==> src/rtl/mem_access_ctrl.sv <==
// MEM-stage load/store initiator for a byte-addressed big-endian memory, with read-modify-write for sub-word stores.
// Optional alignment faulting is enabled by defining MEM_ALIGN_CHECK_EN.
module mem_access_ctrl #(
  parameter int MEM_BYTES = 128,
  parameter int ADDR_W    = 32,
  parameter int DATA_W    = 32
) (
  input  logic              i_clk,
  input  logic              i_rst_n,
  input  logic              i_req_valid,
  output logic              o_req_ready,
  input  logic              i_req_we,
  input  logic [1:0]        i_req_size,
  input  logic              i_req_signed,
  input  logic [ADDR_W-1:0] i_req_addr,
  input  logic [DATA_W-1:0] i_req_wdata,
  output logic              o_rsp_valid,
  output logic [DATA_W-1:0] o_rsp_rdata,
  output logic              o_rsp_err,
  output logic              o_stall,
  output logic [ADDR_W-1:0] o_mem_addr,
  output logic [DATA_W-1:0] o_mem_wdata,
  output logic              o_mem_read,
  output logic              o_mem_write,
  input  logic [DATA_W-1:0] i_mem_rdata
);

  typedef enum logic [2:0] {
    S_IDLE,
    S_LOAD,
    S_STORE,
    S_RMW_RD,
    S_RMW_WR,
    S_RESP
  } state_t;

  state_t              r_state;
  state_t              w_nextState;
  logic                r_we;
  logic [1:0]          r_size;
  logic                r_signed;
  logic [ADDR_W-1:0]   r_addr;
  logic [DATA_W-1:0]   r_wdata;
  logic [DATA_W-1:0]   r_rspRdata;
  logic                r_rspErr;

  logic                w_accept;
  logic [ADDR_W:0]     w_lastByte;
  logic                w_rangeFault;
  logic                w_alignFault;
  logic                w_fault;
  logic [DATA_W-1:0]   w_loadData;
  logic [DATA_W-1:0]   w_mergeData;

  assign w_accept = i_req_valid && (r_state == S_IDLE);

  // Range check is one bit wider than the address so a huge address cannot wrap into range.
  assign w_lastByte   = {1'b0, i_req_addr} + (ADDR_W+1)'(3);
  assign w_rangeFault = (w_lastByte >= (ADDR_W+1)'(MEM_BYTES));

`ifdef MEM_ALIGN_CHECK_EN
  assign w_alignFault = ((i_req_size == 2'b01) && i_req_addr[0]) ||
                        ((i_req_size == 2'b10) && (i_req_addr[1:0] != 2'b00));
`else
  assign w_alignFault = 1'b0;
`endif

  assign w_fault = (i_req_size == 2'b11) || w_rangeFault || w_alignFault;

  always_comb begin
    w_loadData  = i_mem_rdata;
    w_mergeData = {r_wdata[15:0], i_mem_rdata[15:0]};
    case (r_size)
      2'b00: w_loadData = {{(DATA_W-8){r_signed & i_mem_rdata[31]}}, i_mem_rdata[31:24]};
      2'b01: w_loadData = {{(DATA_W-16){r_signed & i_mem_rdata[31]}}, i_mem_rdata[31:16]};
      default: w_loadData = i_mem_rdata;
    endcase
    if (r_size == 2'b00) begin
      w_mergeData = {r_wdata[7:0], i_mem_rdata[23:0]};
    end
  end

  always_ff @(posedge i_clk or negedge i_rst_n) begin
    if (!i_rst_n) begin
      r_state <= S_IDLE;
    end else begin
      r_state <= w_nextState;
    end
  end

  always_comb begin
    w_nextState = r_state;
    case (r_state)
      S_IDLE: begin
        if (w_accept) begin
          if (w_fault)                 w_nextState = S_RESP;
          else if (!i_req_we)          w_nextState = S_LOAD;
          else if (i_req_size == 2'b10) w_nextState = S_STORE;
          else                         w_nextState = S_RMW_RD;
        end
      end
      S_LOAD:   w_nextState = S_RESP;
      S_STORE:  w_nextState = S_RESP;
      S_RMW_RD: w_nextState = S_RMW_WR;
      S_RMW_WR: w_nextState = S_RESP;
      S_RESP:   w_nextState = S_IDLE;
      default:  w_nextState = S_IDLE;
    endcase
  end

  // r_wdata doubles as the write buffer: RMW_RD overwrites it with the merged word.
  always_ff @(posedge i_clk or negedge i_rst_n) begin
    if (!i_rst_n) begin
      r_we       <= 1'b0;
      r_size     <= 2'b00;
      r_signed   <= 1'b0;
      r_addr     <= '0;
      r_wdata    <= '0;
      r_rspRdata <= '0;
      r_rspErr   <= 1'b0;
    end else begin
      case (r_state)
        S_IDLE: begin
          if (w_accept) begin
            r_we       <= i_req_we;
            r_size     <= i_req_size;
            r_signed   <= i_req_signed;
            r_addr     <= i_req_addr;
            r_wdata    <= i_req_wdata;
            r_rspRdata <= '0;
            r_rspErr   <= w_fault;
          end
        end
        S_LOAD:   r_rspRdata <= w_loadData;
        S_RMW_RD: r_wdata    <= w_mergeData;
        default: ;
      endcase
    end
  end

  assign o_req_ready = (r_state == S_IDLE);
  assign o_stall     = ~o_req_ready;
  assign o_rsp_valid = (r_state == S_RESP);
  assign o_rsp_err   = o_rsp_valid & r_rspErr;
  assign o_rsp_rdata = r_rspRdata;
  assign o_mem_read  = (r_state == S_LOAD)  || (r_state == S_RMW_RD);
  assign o_mem_write = (r_state == S_STORE) || (r_state == S_RMW_WR);
  assign o_mem_addr  = (o_mem_read || o_mem_write) ? r_addr : '0;
  assign o_mem_wdata = o_mem_write ? r_wdata : '0;

endmodule
==> config.mk <==
export PLATFORM = sky130hd
export DESIGN_NAME = mem_access_ctrl
export DESIGN_NICKNAME = d
export VERILOG_FILES = /design/src/rtl/mem_access_ctrl.sv
export SDC_FILE = /design/constraint.sdc
export NUM_CORES = 1
export LEC_CHECK = 0
export ABC_AREA = 1
export BUFFER_PORTS_ARGS = -buffer_cell sky130_fd_sc_hd__buf_2
export CELL_PAD_IN_SITES_DETAIL_PLACEMENT = 0
export CELL_PAD_IN_SITES_GLOBAL_PLACEMENT = 1
export CORE_MARGIN = 1.5
export CORE_UTILIZATION = 32
export CTS_CLUSTER_SIZE = 24
export DETAILED_ROUTE_END_ITERATION = 10
export GPL_ROUTABILITY_DRIVEN = 0
export MAX_ROUTING_LAYER = met4
export PLACE_DENSITY_LB_ADDON = 0.15
export SLEW_MARGIN = 20
export SYNTH_ARGS = -nofsm -noshare
export SYNTH_HDL_FRONTEND = slang
export SYNTH_SLANG_ARGS = --single-unit
==> constraint.sdc <==
create_clock -name i_clk -period 1.7 [get_ports i_clk]
set_clock_uncertainty 0.05 [all_clocks]
set_input_delay 0.17 -clock i_clk [delete_from_list [all_inputs] [get_ports i_clk]]
set_output_delay 0.17 -clock i_clk [all_outputs]
set_load 0.005 [all_outputs]
==> impl_results.md <==
* HPWL Detailed at 17.4 mm
* Die X at 142 um
* Synth top area cells: dfrtp_1, nand2_1, o21ai_0
* Clock buffer depth at 2
* Worst setup startpoint: r_state[1]
* Leftover overflow at the end of global routing at 0
* Seq cells post-synth at 103
* Max IR drop VDD at 630 uV
* Count of different cell masters after synthesis at 25
* Fin crit share at 1.12
* FP Rows at 50
* Initial antenna violation count at 1
* Synth top area share at 0.419
* YS warnings at 0
* CP Class: flip-flop to output port
* CTS clock-pin slew for the worst setup and hold paths at 80 ps
* Post-layout min period at 1900 ps
* Drt pass-1 iters at 5
* DRT antenna net count at 0
* Area growth, synth to finish at 44.9%
* # IOs at 205
* Fill count at 1,982
* Worst R2R Start: r_state[2]
* Drt drc at 0
* Setup crit start kind: flip-flop
* CP Capture Type: output port
* Final hold slack at 17.1 ps
* Vias per cell at 4.78
* Failing checks: negative setup slack
* Latest clock arrival within the worst-skew pair at 360 ps
* Slew @ Worst Pin at 374 ps
* Root Buffer: clkbuf_16
* Max cap viols at 0
* Share of cells above drive strength 1 at 0.334
* P per Cell Area at 1500 mW/mm^2
* CTS tree: built
* DR iter-0 viols at 493
* Final WL at 23.8 mm
* First-pass GRT wire length at 35.3 mm
* Syn avg cell area at 6.72 sq um
* Total CTS buffers at 9
* Crit-path max FO at 8
* Largest net degree at the start of global routing at 49
* RSZ-0062 raised after global routing: true
* HP Class: input pin to flip-flop
* Multi-input gate area at 0.00313 sq mm
* Via count at 6,812
* Setup TNS at -11,690 ps
* Die ar. at 0.0200 sq mm
* Worst slack, placed at -224 ps
* Status: complete, but fails checks
* Fin nets at 1,286
* H-tree Lvls at 3
* Final Hold Violating Endpoints at 0
* Number of global-route vias before repair at 6,521
* R2r setup slk at -90 ps
* Total GRT Usage at 0.238
* Synthesized Nets at 1,017
* Total leakage power at 4.66 nW
* Beginning of the worst hold path: i_req_addr[5]
* Max-slew headroom at 0.751
* Post-synth top area cell: dfrtp_1
* Core outline area at 0.0188 sq mm
* Storage element area at 0.00258 sq mm
* Critical Path RT at 1480 ps
* Setup violators final at 90
* Slew Limit Fails at 0
* DR WL/cell at 16.7 um
* Sink Count at 103
* Post-Syn Area at 0.00615 sq mm
* Cell count after synthesis at 914
* WP data arrival at 1680 ps
* Port bufs at 204
* Seq/Total Area, Yosys at 0.419
* Total Power at 13.3 mW
* Die H at 142 um
* Max frequency at 525 MHz
* Final worst slack at -205 ps
* Initial Util at 0.327
==> through the flow <==
stage	util	cells	instance area, sq um
floorplan	-	914	6150
global placement	0.422	1376	7920
detailed placement	0.422	1376	7920
CTS	0.453	1405	8490
global route	0.474	1423	8900
finish	0.474	1424	8900
==> path summary, 6_finish.rpt <==
path | cells after the start | endpoint
worst min-delay path | 3 | r_addr[5]
worst max-delay path | 9 | o_mem_addr[3]
worst min register to register | 2 | r_addr[13]
max in group asynchronous | 3 | r_wdata[19]
worst max register to register | 10 | r_wdata[2]
min in group asynchronous | 2 | o_rsp_rdata[29]
==> power breakdown <==
group	leakage (nW)	switching, mW	total [mW]	internal [mW]
registers	1.27	0.516	4.04	3.53
logic	3.24	4.02	7.05	3.03
clock network	0.151	1.05	2.25	1.21
total	4.66	5.58	13.3	7.76
==> worst max-delay path: stages (launching register included) <==
cell     delay [ps]
dfrtp_1         430
nor2_2          140
inv_2            60
nand3_4          80
inv_4            40
nor2_4           90
buf_12          160
buf_16          160
nor2_4           40
buf_2           120
==> what timing repair did <==
action | 4_1_cts | 5_1_grt
endpoints found under the setup margin | 77 | 144
hold buffers | 3 | 0
buffers inserted | 7 | 12
pin swaps | 3 | 16
gates resized for setup | 27 | 82
gates cloned | 3 | 6
hold endpoints to repair | 24 | 0
==> routing by layer <==
metal / global-route usage / wire length [um]
met1: 0.299 / 10300
met5: - / 0
met3: 0.0351 / 1040
met2: 0.398 / 11900
met4: 0.0716 / 491
==> synthesized netlist by cell type, drive strengths merged <==
library cell    n
and2            2
buf            11
clkbuf         33
inv           137
nor3            6
a21oi          19
xor2            1
nand2         208
nor4            2
nand4           3
a22oi          16
nand3          73
o21ai         138
clkinv          1
o211ai         16
nor2          145
dfrtp         103
==> cell type report <==
type                    instances  area share
inverters                     138      0.0601
diodes                          2    0.000562
clock inverters                 6     0.00843
flip-flops and latches        103       0.289
repair buffers                300       0.229
clock buffers                  10      0.0268
repair inverters                2     0.00141
well taps                     234      0.0329
multi-input cells             629       0.351
==> sequential cells by signal, indices dropped and copies added (netlist names) <==
| name | count |
|---|---|
| o_rsp_rdata | 32 |
| r_addr | 32 |
| r_wdata | 32 |
| r_state | 3 |
| r_size | 2 |
| r_rspErr | 1 |
| r_signed | 1 |
==> cells in the final DEF (no fill, tap or decap), drive strengths merged, types with 3 or more instances in the layout <==
cell type,netlist,final
a22oi,16,16
o211ai,16,16
nor2,145,145
clkinv,1,3
o21ai,138,138
nand3,73,73
a21oi,19,19
inv,137,140
dlygate4sd3,0,3
buf,11,293
clkbuf,33,14
dfrtp,103,103
nor3,6,6
nand4,3,3
nand2,208,208
==> cell families (layout without fill, tap and decap cells) <==
| group | Yosys count | after routing | synth area share |
|---|---|---|---|
| flip-flops | 103 | 103 | 0.419 |
| other | 0 | 2 | 0 |
| AND/OR/NAND/NOR | 439 | 439 | 0.300 |
| buffers and inverters | 182 | 456 | 0.113 |
| AO/OA/AOI/OAI | 189 | 189 | 0.167 |
| XOR/XNOR | 1 | 1 | 0.00143 |
No activity file was read; power rests on OpenSTA's default activity.
